File: src/rtl/imm_prefix_ext_pkg.sv
// Shared constants for the prefix-built immediate extender.
// Extension modes, default widths and the prefix-counter width helper.
package imm_prefix_ext_pkg;

  localparam logic EXT_ZERO = 1'b0;
  localparam logic EXT_SIGN = 1'b1;

  localparam int DEF_IMM_W      = 5;
  localparam int DEF_DATA_W     = 8;
  localparam int DEF_MAX_PREFIX = 2;

  // Counter must hold 0..max_prefix inclusive.
  function automatic int cnt_width(input int max_prefix);
    return (max_prefix < 1) ? 1 : $clog2(max_prefix + 1);
  endfunction

endpackage

File: src/rtl/imm_prefix_ext_signext.sv
// Combinational sign/zero extend-or-truncate of an IN_W-bit value to OUT_W bits.
// When IN_W >= OUT_W the mode input has no effect and the value is truncated.
module signext_n
  import imm_prefix_ext_pkg::*;
#(
  parameter int IN_W  = DEF_IMM_W,
  parameter int OUT_W = DEF_DATA_W
) (
  input  logic [IN_W-1:0]  din,
  input  logic             sext,
  output logic [OUT_W-1:0] dout
);

  generate
    if (IN_W >= OUT_W) begin : g_trunc
      logic unused_bits;
      assign dout        = din[OUT_W-1:0];
      assign unused_bits = &{1'b0, sext, din};
    end else begin : g_extend
      logic fill;
      assign fill = (sext == EXT_SIGN) ? din[IN_W-1] : 1'b0;
      assign dout = {{(OUT_W - IN_W){fill}}, din};
    end
  endgenerate

endmodule

File: src/rtl/imm_prefix_ext.sv
// Accumulates PREFIX immediate fields and completes them with the next non-prefix
// instruction's field, producing a registered extended immediate for execute.
module imm_prefix_ext
  import imm_prefix_ext_pkg::*;
#(
  parameter int IMM_W      = DEF_IMM_W,
  parameter int DATA_W     = DEF_DATA_W,
  parameter int MAX_PREFIX = DEF_MAX_PREFIX
) (
  input  logic              clk,
  input  logic              rst,
  input  logic              en,
  input  logic              is_prefix,
  input  logic              sext,
  input  logic              flush,
  input  logic [IMM_W-1:0]  imm_in,
  output logic [DATA_W-1:0] imm_out,
  output logic              imm_valid,
  output logic              prefix_pend,
  output logic              pfx_err
);

  localparam int PREFIX_W = MAX_PREFIX * IMM_W;
  localparam int CNT_W    = cnt_width(MAX_PREFIX);
  localparam logic [CNT_W-1:0] CNT_MAX = CNT_W'(MAX_PREFIX);

  logic [PREFIX_W-1:0] pfx_reg, pfx_next, pfx_shift;
  logic [CNT_W-1:0]    cnt_reg, cnt_next;
  logic [DATA_W-1:0]   imm_out_reg, imm_out_next;
  logic                imm_valid_reg, imm_valid_next;
  logic                pfx_err_reg, pfx_err_next;
  logic                pend_reg, pend_next;

  logic [DATA_W-1:0]   ext_res [MAX_PREFIX+1];
  logic [DATA_W-1:0]   ext_sel;

  // One extender per possible prefix count; each sees a differently sized combined value.
  generate
    for (genvar gi = 0; gi <= MAX_PREFIX; gi++) begin : g_ext
      localparam int L = (gi + 1) * IMM_W;
      logic [L-1:0] comb;
      if (gi == 0) begin : g_bare
        assign comb = imm_in;
      end else begin : g_pfx
        assign comb = {pfx_reg[gi*IMM_W-1:0], imm_in};
      end
      signext_n #(.IN_W(L), .OUT_W(DATA_W)) u_ext (
        .din  (comb),
        .sext (sext),
        .dout (ext_res[gi])
      );
    end

    if (MAX_PREFIX == 1) begin : g_shift_one
      assign pfx_shift = imm_in;
    end else begin : g_shift_many
      assign pfx_shift = {pfx_reg[PREFIX_W-IMM_W-1:0], imm_in};
    end
  endgenerate

  always_comb begin
    ext_sel = '0;
    for (int k = 0; k <= MAX_PREFIX; k++) begin
      if (cnt_reg == CNT_W'(k)) ext_sel = ext_res[k];
    end
  end

  // flush outranks en; a stalled slot holds state but drops the pulses.
  always_comb begin
    cnt_next       = cnt_reg;
    pfx_next       = pfx_reg;
    imm_out_next   = imm_out_reg;
    imm_valid_next = 1'b0;
    pfx_err_next   = 1'b0;
    if (flush) begin
      cnt_next = '0;
      pfx_next = '0;
    end else if (en) begin
      if (is_prefix) begin
        if (cnt_reg < CNT_MAX) begin
          pfx_next = pfx_shift;
          cnt_next = cnt_reg + CNT_W'(1);
        end else begin
          pfx_err_next = 1'b1;
        end
      end else begin
        imm_out_next   = ext_sel;
        imm_valid_next = 1'b1;
        cnt_next       = '0;
        pfx_next       = '0;
      end
    end
    pend_next = (cnt_next != '0);
  end

  always_ff @(posedge clk) begin
    if (rst) begin
      cnt_reg       <= '0;
      pfx_reg       <= '0;
      imm_out_reg   <= '0;
      imm_valid_reg <= 1'b0;
      pfx_err_reg   <= 1'b0;
      pend_reg      <= 1'b0;
    end else begin
      cnt_reg       <= cnt_next;
      pfx_reg       <= pfx_next;
      imm_out_reg   <= imm_out_next;
      imm_valid_reg <= imm_valid_next;
      pfx_err_reg   <= pfx_err_next;
      pend_reg      <= pend_next;
    end
  end

  assign imm_out     = imm_out_reg;
  assign imm_valid   = imm_valid_reg;
  assign prefix_pend = pend_reg;
  assign pfx_err     = pfx_err_reg;

endmodule

File: config.mk
export PLATFORM = sky130hd
export DESIGN_NAME = imm_prefix_ext
export DESIGN_NICKNAME = d
export VERILOG_FILES = /design/src/rtl/imm_prefix_ext_pkg.sv /design/src/rtl/imm_prefix_ext_signext.sv /design/src/rtl/imm_prefix_ext.sv
export SDC_FILE = /design/constraint.sdc
export NUM_CORES = 1
export LEC_CHECK = 0
export ABC_AREA = 0
export BUFFER_PORTS_ARGS = -buffer_cell sky130_fd_sc_hd__buf_2
export CORE_MARGIN = 3
export CORE_UTILIZATION = 45
export DETAILED_ROUTE_END_ITERATION = 12
export GPL_TIMING_DRIVEN = 0
export PLACE_DENSITY_LB_ADDON = 0.12
export SLEW_MARGIN = 25
export SYNTH_ARGS = -nofsm -noshare
export SYNTH_HDL_FRONTEND = slang
export SYNTH_SLANG_ARGS = --single-unit
File: constraint.sdc
create_clock -name clk -period 1.9 [get_ports clk]
set_input_delay 0.38 -clock clk [delete_from_list [all_inputs] [get_ports clk]]
set_output_delay 0.38 -clock clk [all_outputs]
set_load 0.005 [all_outputs]
==> Word-level counts from Yosys, hierarchy flattened <==
Index checks and enable logic that the tools add are counted.
{ "totals": {"wordCells": 33, "register_bits": 16} }
{ "op_classes": {"n_bitwise": 3, "n_reduce_logical": 7, "eq_ne": 3, "muxes": 12, "add_sub_neg": 1, "order_cmp": 1} }
{ "op_table": {"columns": ["op", "count"], "rows": [
  ["two-way mux 8 bit", 3],
  ["two-way mux 2 bit", 4],
  ["two-way mux 3 bit", 2],
  ["OR reduction 4 bit", 1],
  ["two-way mux 1 bit", 3],
  ["inverter 1 bit", 3],
  ["AND reduction 3 bit", 1],
  ["OR reduction 3 bit", 1],
  ["adder 2 x 1 -> 2 bit, second input constant", 1],
  ["equality test 2 x 1 -> 1 bit, second input constant", 1],
  ["equality test 2 bit, second input constant", 1],
  ["logical NOT 2 bit", 1],
  ["less-than comparator 2 bit, second input constant", 1],
  ["inequality test 2 x 1 -> 1 bit, second input constant", 1],
  ["AND reduction 2 bit", 1],
  ["nonzero test 2 bit", 1],
  ["OR reduction 2 bit", 1]
]} }

==> Depth between registers and ports, before layout <==
Gate-level depths: netlist of run 1.
{ "depth": {"ltp_word": 6, "ltp_mapped": 5} }

==> Cells and area by module <==
Synthesis of run 1 repeated with hierarchy kept, for this count alone.
{ "hier_totals": {"cells_unflattened": 122, "hier_area_um2": 1186.1} }
{ "modules_own_cells": {"columns": ["mod", "cells_per_inst", "area_per_inst_um2", "n_inst"], "rows": [
  ["imm_prefix_ext", 97, 999.7, 1],
  ["signext_n (g_ext[1].u_ext ...)", 8, 60.1, 2],
  ["signext_n (g_ext[0].u_ext)", 9, 66.3, 1]
]} }

==> Worst setup path before layout of run 1 <==
OpenSTA, ideal clock, no wires.
{ "synth_path": {"path_kind": "reg-to-reg", "from": "register cnt_reg[1]", "to": "register imm_out_reg[0], in the netlist imm_out[0]", "setup_slack_ps": 547, "stages_incl_launch_ff": 6, "required_ps": 1768, "arrival_time_ps": 1221, "period_less_slack_ps": 1353, "setup_time_ps": 132, "cell_sequence": "dfxtp_1 > inv_1 > ha_1 > or3_1 > nand3_1 > a21oi_1"} }
{ "synth_between": {"elab_chain_cells": 4} }
{ "synth_rtl": {"columns": ["element", "line_no", "source"], "rows": [
  ["from (decl)", "imm_prefix_ext.sv:28", "logic [CNT_W-1:0] cnt_reg, cnt_next;"],
  ["from (signal assigned)", "imm_prefix_ext.sv:105", "cnt_reg <= cnt_next;"],
  ["logical NOT 2 bit", "imm_prefix_ext.sv:64", "if (cnt_reg == CNT_W'(k)) ext_sel = ext_res[k];"],
  ["two-way mux 8 bit (2 in a row)", "imm_prefix_ext.sv:64", null],
  ["two-way mux 8 bit *", "imm_prefix_ext.sv:64", null],
  ["to (signal assigned)", "imm_prefix_ext.sv:107", "imm_out_reg <= imm_out_next;"],
  ["to (decl)", "imm_prefix_ext.sv:29", "logic [DATA_W-1:0] imm_out_reg, imm_out_next;"]
]} }
Mark *: on every way between the ends. The rest lies on a longest branch, timed or not.
A chain may end at the register's enable or synchronous reset.

==> Worst setup path in the final report of run 1 <==
Same ends and word-level chain as after synthesis.

==> metrics.md, run 1 <==
| Metric | Value |
|---|---|
| Final routed wire length divided by cell count | 12.4 microns |
| Post-synthesis instance total | 71 |
| DR iter-0 viols | 12 |
| Number of sinks driven by the clock tree | 16 |
| Reg-to-reg setup timing slack | 360 ps |
| Total non-filler cell area in the finished layout | 816 sq um |
| Area used by multi-input combinational logic | 323 sq um |
| Wirelength, routed | 1.36 mm |
| Required time at the worst-slack endpoint | 2050 ps |
| Count of yosys warnings during synthesis | 0 |
| Post-place instance area | 793 sq um |
| Clock network latency to the later pin of the worst-skew pair | 280 ps |
| Post-Syn Area per Cell | 9.43 sq um |
| Core area | 0.00135 sq mm |
| Pins over their slew limit | 0 |
| CTS Hold Buffers Added | 0 |
| Antenna violations before repair | 0 |
| Max cap viols | 0 |
| First element of the critical path | cnt_reg[1] |
| Setup-failing EPs final | 0 |
| Max FFs per register | 8 |
| Pin count of the biggest net entering global routing | 11 |
| Die Span X | 44.6 microns |
| Source of the worst register-to-register timing path | cnt_reg[1] |
| N_diodes | 0 |
| IO Pins | 22 |
| Comb power frac | 0.113 |
| Final weighted congestion of routability-driven global placement | 0.752 |
| Fraction of the cycle the final worst path needs | 0.812 |
| Capturing point of the worst reg2reg path | imm_out[0] |
| H-tree depth reported by CTS | 1 |
| ANT nets after route | 0 |
| Detailed-routing iteration count for the pre-antenna-repair pass | 4 |
| Cell internal pwr | 0.449 mW |
| Leakage power | 0.345 nW |
| Worst slew margin relative to its limit | 0.711 |
| Sequential standard cell area | 320 sq um |
| NetSw | 0.138 mW |
| Share of cells above drive strength 1 | 0.295 |
| Global-route total usage across every layer | 0.160 |
| Startpoint kind of the worst setup timing path | flip-flop |
| Leading cell type in the layout, fill and taps excluded | sky130_fd_sc_hd__buf_2 |
| Endpoint class of the critical path | flip-flop |
| Top fanout value on the critical path | 5 |
| Setup tns final | 0 ps |
| Switching Share | 0.235 |
| Clock Root Buffer | sky130_fd_sc_hd__clkbuf_4 |
| Pwr Total | 0.587 mW |
| Hold violation count in the final report | 0 |
| Cell type group with the largest total delay on the critical path | simple AND/OR/NAND/NOR gates |
| Path class of the lowest-slack min-delay path | primary input to flip-flop |
| Proportion of power drawn by flip-flops and latches | 0.595 |
| Hold Crit Start | rst |
| Category of the most critical setup path | flip-flop to flip-flop |
| Number of buffers created by CTS | 3 |
| Endpoint arrival time on the critical path | 1690 ps |
| Total of buffers placed on input and output ports | 21 |
| Via-per-instance ratio | 5.55 |
| Number of filler instances in the final layout | 124 |
| Worst vdd rail ir drop | 0.423 mV |
| Post-synth design cell area | 669 sq um |
| Post-cts resize count | 0 |
| CP endpoint | imm_out[0] |
| Via count | 611 |
| Share of the yosys chip area belonging to registers | 0.479 |
| Vert. Die Dim | 44.6 microns |
| Minimum period implied by the final worst setup slack | 1540 ps |
| Number of cells on the worst reg-to-reg path | 5 |
| Die Area | 0.00199 sq mm |
| Result of the run | finished, final reports clean |
| Unique masters post-synth | 23 |
| Proportion of power drawn by the clock network | 0.292 |
| First-pass GRT wire length | 2.25 mm |
| Final #Nets | 112 |
| Initial Util | 0.496 |
| Post-route DRC violation count | 0 |
| Vias in the first global route | 523 |
| Achievable frequency | 649 MHz |
| RSZ-0062 raised after global routing | no |
| CTS tree | yes |
| Clock slew at reported path FFs | 90 ps |
| Pin slew with the least headroom to its limit | 433 ps |
| Cells along the critical path | inv_1, ha_1, or3_1, nand3_1, a21oi_1 |
| Register bit count reported by yosys | 16 |
| Top library cells by usage in the layout, fill and taps aside | sky130_fd_sc_hd__buf_2 (21), sky130_fd_sc_hd__dfxtp_1 (16), sky130_fd_sc_hd__nand2_1 (6), sky130_fd_sc_hd__nor2_1 (6) |
| Area overhead of the layout relative to synthesis | 21.9% |
| Number of rows in the core area | 13 |
| Nets in the synthesized netlist | 86 |
| Hold_ws | 324 ps |
| Worst-path cell with the longest stage delay | sky130_fd_sc_hd__or3_1 |
| Overflow left after global routing | 0 |
| Max clock buf depth | 2 |
| Post-detail-place hpwl | 1.01 mm |
| Postcts setup bufs | 0 |
| Crit. path cell count | 5 |
| Clock skew | 1.41 ps |
| Power Dens Cells | 719 mW/mm^2 |
| Slowest Stage Delay on Critical Path | 470 ps |
| Sum of buffers and inverters on the critical path | 1 |
==> metrics by stage <==
| step | setup WS [ps] | utilization | cells |
|---|---|---|---|
| final | 358 | 0.604 | 110 |
| after global placement | 431 | 0.588 | 107 |
| after detailed placement | 397 | 0.588 | 107 |
| after floorplan | 547 | - | 71 |
| after global routing | 264 | 0.604 | 110 |
| after CTS | 361 | 0.604 | 110 |
==> power by group through the flow <==
stage               clock (mW)  combinational (mW)  sequential, mW
CTS                      0.178              0.0663           0.349
finish                   0.171              0.0664           0.349
global route             0.190              0.0752           0.351
floorplan                    0              0.0338           0.358
global placement             0              0.0653           0.357
detailed placement           0              0.0659           0.357
==> routing by layer <==
metal	vias up	track usage	routed length [microns]
met2	12	0.244	629
li1	307	-	-
met1	290	0.191	650
met4	0	0.108	13
met3	2	0.0488	70
met5	-	0	0
==> Yosys cell counts <==
| library cell | number | area, sq um |
|---|---|---|
| sky130_fd_sc_hd__a21bo_2 | 1 | 10.0 |
| sky130_fd_sc_hd__a21oi_1 | 5 | 25.0 |
| sky130_fd_sc_hd__a22oi_1 | 3 | 22.5 |
| sky130_fd_sc_hd__a311oi_1 | 3 | 26.3 |
| sky130_fd_sc_hd__and2_1 | 2 | 12.5 |
| sky130_fd_sc_hd__and3b_2 | 1 | 10.0 |
| sky130_fd_sc_hd__buf_6 | 1 | 11.3 |
| sky130_fd_sc_hd__clkbuf_1 | 2 | 7.51 |
| sky130_fd_sc_hd__dfxtp_1 | 16 | 320 |
| sky130_fd_sc_hd__ha_1 | 4 | 50.1 |
| sky130_fd_sc_hd__inv_1 | 2 | 7.51 |
| sky130_fd_sc_hd__nand2_1 | 6 | 22.5 |
| sky130_fd_sc_hd__nand3_1 | 5 | 25.0 |
| sky130_fd_sc_hd__nand4_1 | 1 | 6.26 |
| sky130_fd_sc_hd__nor2_1 | 6 | 22.5 |
| sky130_fd_sc_hd__nor3_1 | 3 | 15.0 |
| sky130_fd_sc_hd__nor3b_4 | 1 | 18.8 |
| sky130_fd_sc_hd__nor4_1 | 1 | 6.26 |
| sky130_fd_sc_hd__o21a_1 | 1 | 7.51 |
| sky130_fd_sc_hd__o21ai_0 | 3 | 15.0 |
| sky130_fd_sc_hd__o22ai_1 | 2 | 12.5 |
| sky130_fd_sc_hd__or3_1 | 1 | 6.26 |
| sky130_fd_sc_hd__or3b_1 | 1 | 8.76 |
==> final cells by class <==
cell class | count | area share
multi-input combinational | 50 | 0.396
sequential | 16 | 0.393
timing repair buffer | 21 | 0.129
clock buffer | 3 | 0.0276
buffer | 3 | 0.0230
tap | 15 | 0.0230
inverter | 2 | 0.00920
==> how the worst min path moves through the flow <==
stage                      end  depth (start not counted)
global route        imm_out[5]                          2
global placement    imm_out[3]                          2
detailed placement  imm_out[3]                          2
finish              imm_out[5]                          2
floorplan           imm_out[5]                          1
CTS                 imm_out[5]                          2
==> cell families (layout without fill, tap and decap cells) <==
group | count (synthesis) | count (layout) | share of synthesized area
AO/OA/AOI/OAI | 18 | 18 | 0.178
flip-flops | 16 | 16 | 0.479
adder cells (fa/ha/maj) | 4 | 4 | 0.0748
buffers and inverters | 5 | 29 | 0.0393
AND/OR/NAND/NOR | 28 | 28 | 0.230
Note: power is estimated with default switching activity, not from simulation.
==> run 2, diff against run 1 <==
--- a/config.mk
+++ b/config.mk
@@ -5,7 +5,7 @@
 export SDC_FILE = /design/constraint.sdc
 export NUM_CORES = 1
 export LEC_CHECK = 0
-export ABC_AREA = 0
+export ABC_AREA = 1
 export BUFFER_PORTS_ARGS = -buffer_cell sky130_fd_sc_hd__buf_2
 export CORE_MARGIN = 3
 export CORE_UTILIZATION = 45
==> constraint.sdc (replaced) <==
create_clock -name clk -period 1.6 [get_ports clk]
set_input_delay 0.32 -clock clk [delete_from_list [all_inputs] [get_ports clk]]
set_output_delay 0.32 -clock clk [all_outputs]
set_load 0.005 [all_outputs]
==> metrics.md, run 2 <==
| Metric | Value |
|---|---|
| Final routed wire length divided by cell count | 9.78 microns |
| Area overhead of the layout relative to synthesis | 21.7% |
| Number of standard cells in the final layout excluding fillers | 148 |
| Result of the run | finished, final reports clean |
| Endpoint class of the critical path | flip-flop |
| Initial Util | 0.522 |
| Reg-to-reg setup timing slack | 220 ps |
| Post-synthesis instance total | 108 |
| Async S/R FF share, synth | 0 |
| Cell count of the worst hold path | 2 |
| Fraction of the mapped netlist area in compound gates | 0.0610 |
| Wirelength, routed | 1.45 mm |
| Die Span X | 46.5 microns |
| Leading cell type in the layout, fill and taps excluded | sky130_fd_sc_hd__nand2_1 |
| Clock network latency to the later pin of the worst-skew pair | 280 ps |
| Final Core Density | 0.635 |
| Antenna violations before repair | 0 |
| Hold_ws | 229 ps |
| Number of buffers created by CTS | 3 |
| Final #Nets | 149 |
| Largest family of logic cells by synthesized area | simple AND/OR/NAND/NOR gates |
| Post-route DRC violation count | 0 |
| Startpoint kind of the worst setup timing path | flip-flop |
| Die Area | 0.00216 sq mm |
| Number of rows in the core area | 13 |
| ANT nets after route | 0 |
| Unique masters post-synth | 12 |
| First element of the critical path | cnt_reg[1] |
| Synth Area in Simple Gates | 0.325 |
| Category of the most critical setup path | flip-flop to flip-flop |
| Total of buffers placed on input and output ports | 21 |
| Final weighted congestion of routability-driven global placement | 0.787 |
| Switching Share | 0.239 |
| Via count | 702 |
| Core area | 0.00142 sq mm |
| Clock Root Buffer | sky130_fd_sc_hd__clkbuf_4 |
| Global-route total usage across every layer | 0.160 |
| Post-cts resize count | 0 |
| CTS Hold Buffers Added | 0 |
| Pin slew with the least headroom to its limit | 266 ps |
| Post-synth design cell area | 738 sq um |
| Dominant cell type by area after synthesis | sky130_fd_sc_hd__dfxtp_1 |
| Top fanout value on the critical path | 7 |
| Nets in the synthesized netlist | 123 |
| Proportion of power drawn by flip-flops and latches | 0.541 |
| Number of placed instances with taps included | 144 |
| Comb power frac | 0.115 |
| Postcts setup bufs | 0 |
| Max cap viols | 0 |
| Share of cells above drive strength 1 | 0.203 |
| Worst slew margin relative to its limit | 0.822 |
| Number of cells on the worst reg-to-reg path | 5 |
| Minimum period implied by the final worst setup slack | 1380 ps |
| Power Dens Cells | 861 mW/mm^2 |
| Number of sinks driven by the clock tree | 16 |
| Area share of the leading cell type in the synthesized netlist | 0.434 |
| Clock skew | 3.01 ps |
| Hold violation count in the final report | 0 |
| Worst vdd rail ir drop | 0.496 mV |
| Via-per-instance ratio | 4.74 |
| IO Pins | 22 |
| Pins over their slew limit | 0 |
| Fraction of synthesized area in multiplexers | 0 |
| Post-synthesis xor/xnor area fraction | 0 |
| Detailed-routing iteration count for the pre-antenna-repair pass | 4 |
| Hold Crit Start | rst |
| Setup tns final | 0 ps |
| Predominant post-synthesis flop cell | sky130_fd_sc_hd__dfxtp_1 |
| Synth cell count leaders | sky130_fd_sc_hd__nand2_1 (34), sky130_fd_sc_hd__inv_1 (19), sky130_fd_sc_hd__dfxtp_1 (16), sky130_fd_sc_hd__nor2_1 (16), sky130_fd_sc_hd__a21oi_1 (8) |
| Capturing point of the worst reg2reg path | imm_out[4] |
| Max FFs per register | 8 |
| CP endpoint | imm_out[4] |
| Post-synthesis share of cell area spent on full adders, half adders and majority gates | 0.0678 |
| Post-detail-place hpwl | 1.13 mm |
| Share of the yosys chip area belonging to registers | 0.434 |
| Vias in the first global route | 589 |
| Count of yosys warnings during synthesis | 0 |
| Setup-failing EPs final | 0 |
| CTS tree | yes |
| Most frequently used cell type in the post-synthesis netlist | sky130_fd_sc_hd__nand2_1 |
| DR iter-0 viols | 15 |
| Leading post-synthesis cells by cell area | sky130_fd_sc_hd__dfxtp_1 (43%), sky130_fd_sc_hd__nand2_1 (17%), sky130_fd_sc_hd__inv_1 (9.7%) |
| Leakage power | 0.491 nW |
| N_diodes | 0 |
| Source of the worst register-to-register timing path | cnt_reg[1] |
| Fraction of the cycle the final worst path needs | 0.862 |
| NetSw | 0.185 mW |
| Pin count of the biggest net entering global routing | 11 |
| Post-Syn Area per Cell | 6.84 sq um |
| Cell internal pwr | 0.588 mW |
| H-tree depth reported by CTS | 1 |
| Clock slew at reported path FFs | 90 ps |
| Endpoint arrival time on the critical path | 1570 ps |
| First-pass GRT wire length | 2.42 mm |
| Vert. Die Dim | 46.5 microns |
| Register bit count reported by yosys | 16 |
| Top library cells by usage in the layout, fill and taps aside | sky130_fd_sc_hd__nand2_1 (34), sky130_fd_sc_hd__buf_2 (21), sky130_fd_sc_hd__inv_1 (19) |
| Overflow left after global routing | 0 |
| Path class of the lowest-slack min-delay path | primary input to flip-flop |
| RSZ-0062 raised after global routing | no |
| Post-synth EDFFs | 0 |
| Achievable frequency | 725 MHz |
| Required time at the worst-slack endpoint | 1790 ps |
| Max clock buf depth | 2 |
| Proportion of power drawn by the clock network | 0.344 |
==> run 2: cell types whose count changed in the layout (fill, tap and decap cells not counted), sizes merged, moves of 2 or more <==
cell / change
o21ai: -2
nand3: +2
a311oi: -3
o22ai: -2
a22oi: -3
and2: -2
a21oi: +3
nand2: +28
nor3: -2
nor2: +10
inv: +17
==> run 2: metrics by stage <==
step	total power, mW	cell area [sq um]	setup slack (ps)
after global placement	0.515	862	259
after CTS	0.782	898	225
after floorplan	0.479	738	446
after detailed placement	0.517	862	247
final	0.773	898	222
after global routing	0.820	898	100
==> run 2: worst max-delay path, cell delays in order (launching register included) <==
cell and delay [ps]:
sky130_fd_sc_hd__dfxtp_1 390, sky130_fd_sc_hd__inv_1 140, sky130_fd_sc_hd__ha_1 230, sky130_fd_sc_hd__nand3b_1 280, sky130_fd_sc_hd__a21oi_1 190, sky130_fd_sc_hd__nor2_1 50
==> run 2: worst min path at each step <==
stage,endpoint,slack [ps]
detailed placement,pfx_reg[2],470
global placement,pfx_reg[1],460
floorplan,imm_valid,390
CTS,imm_valid,220
global route,imm_valid,230
finish,imm_valid,230
==> run 2: layer usage <==
metal / track usage / vias to the layer above / part of all wire / wire length [microns]
met5: 0 / - / 0 / 0
met4: 0.102 / 0 / 0.022 / 32
met3: 0.0352 / 5 / 0.057 / 83
met2: 0.264 / 19 / 0.44 / 641
met1: 0.184 / 303 / 0.48 / 690
li1: - / 375 / - / -
==> run 2: power by group through the flow <==
stage	clock network, mW	logic [mW]	registers [mW]
floorplan	0	0.0495	0.429
global placement	0	0.0874	0.427
detailed placement	0	0.0891	0.428
CTS	0.274	0.0897	0.419
global route	0.297	0.102	0.421
finish	0.266	0.0888	0.418
==> run 2: kinds of logic after synthesis <==
| group | count (synthesis) |
|---|---|
| and+or+nand+nor | 59 |
| buffers and inverters | 20 |
| adders and majority gates | 4 |
| AOI/OAI and AO/OA | 9 |
| DFF | 16 |
==> run 2: area by class of cell <==
class                   count  area [sq um]
fillers                   138           517
multi-input cells          72           335
flip-flops and latches     16           320
repair buffers             21           105
inverters                  19          71.3
clock buffers               4          36.3
well taps                  15          18.8
plain buffers               1          11.3
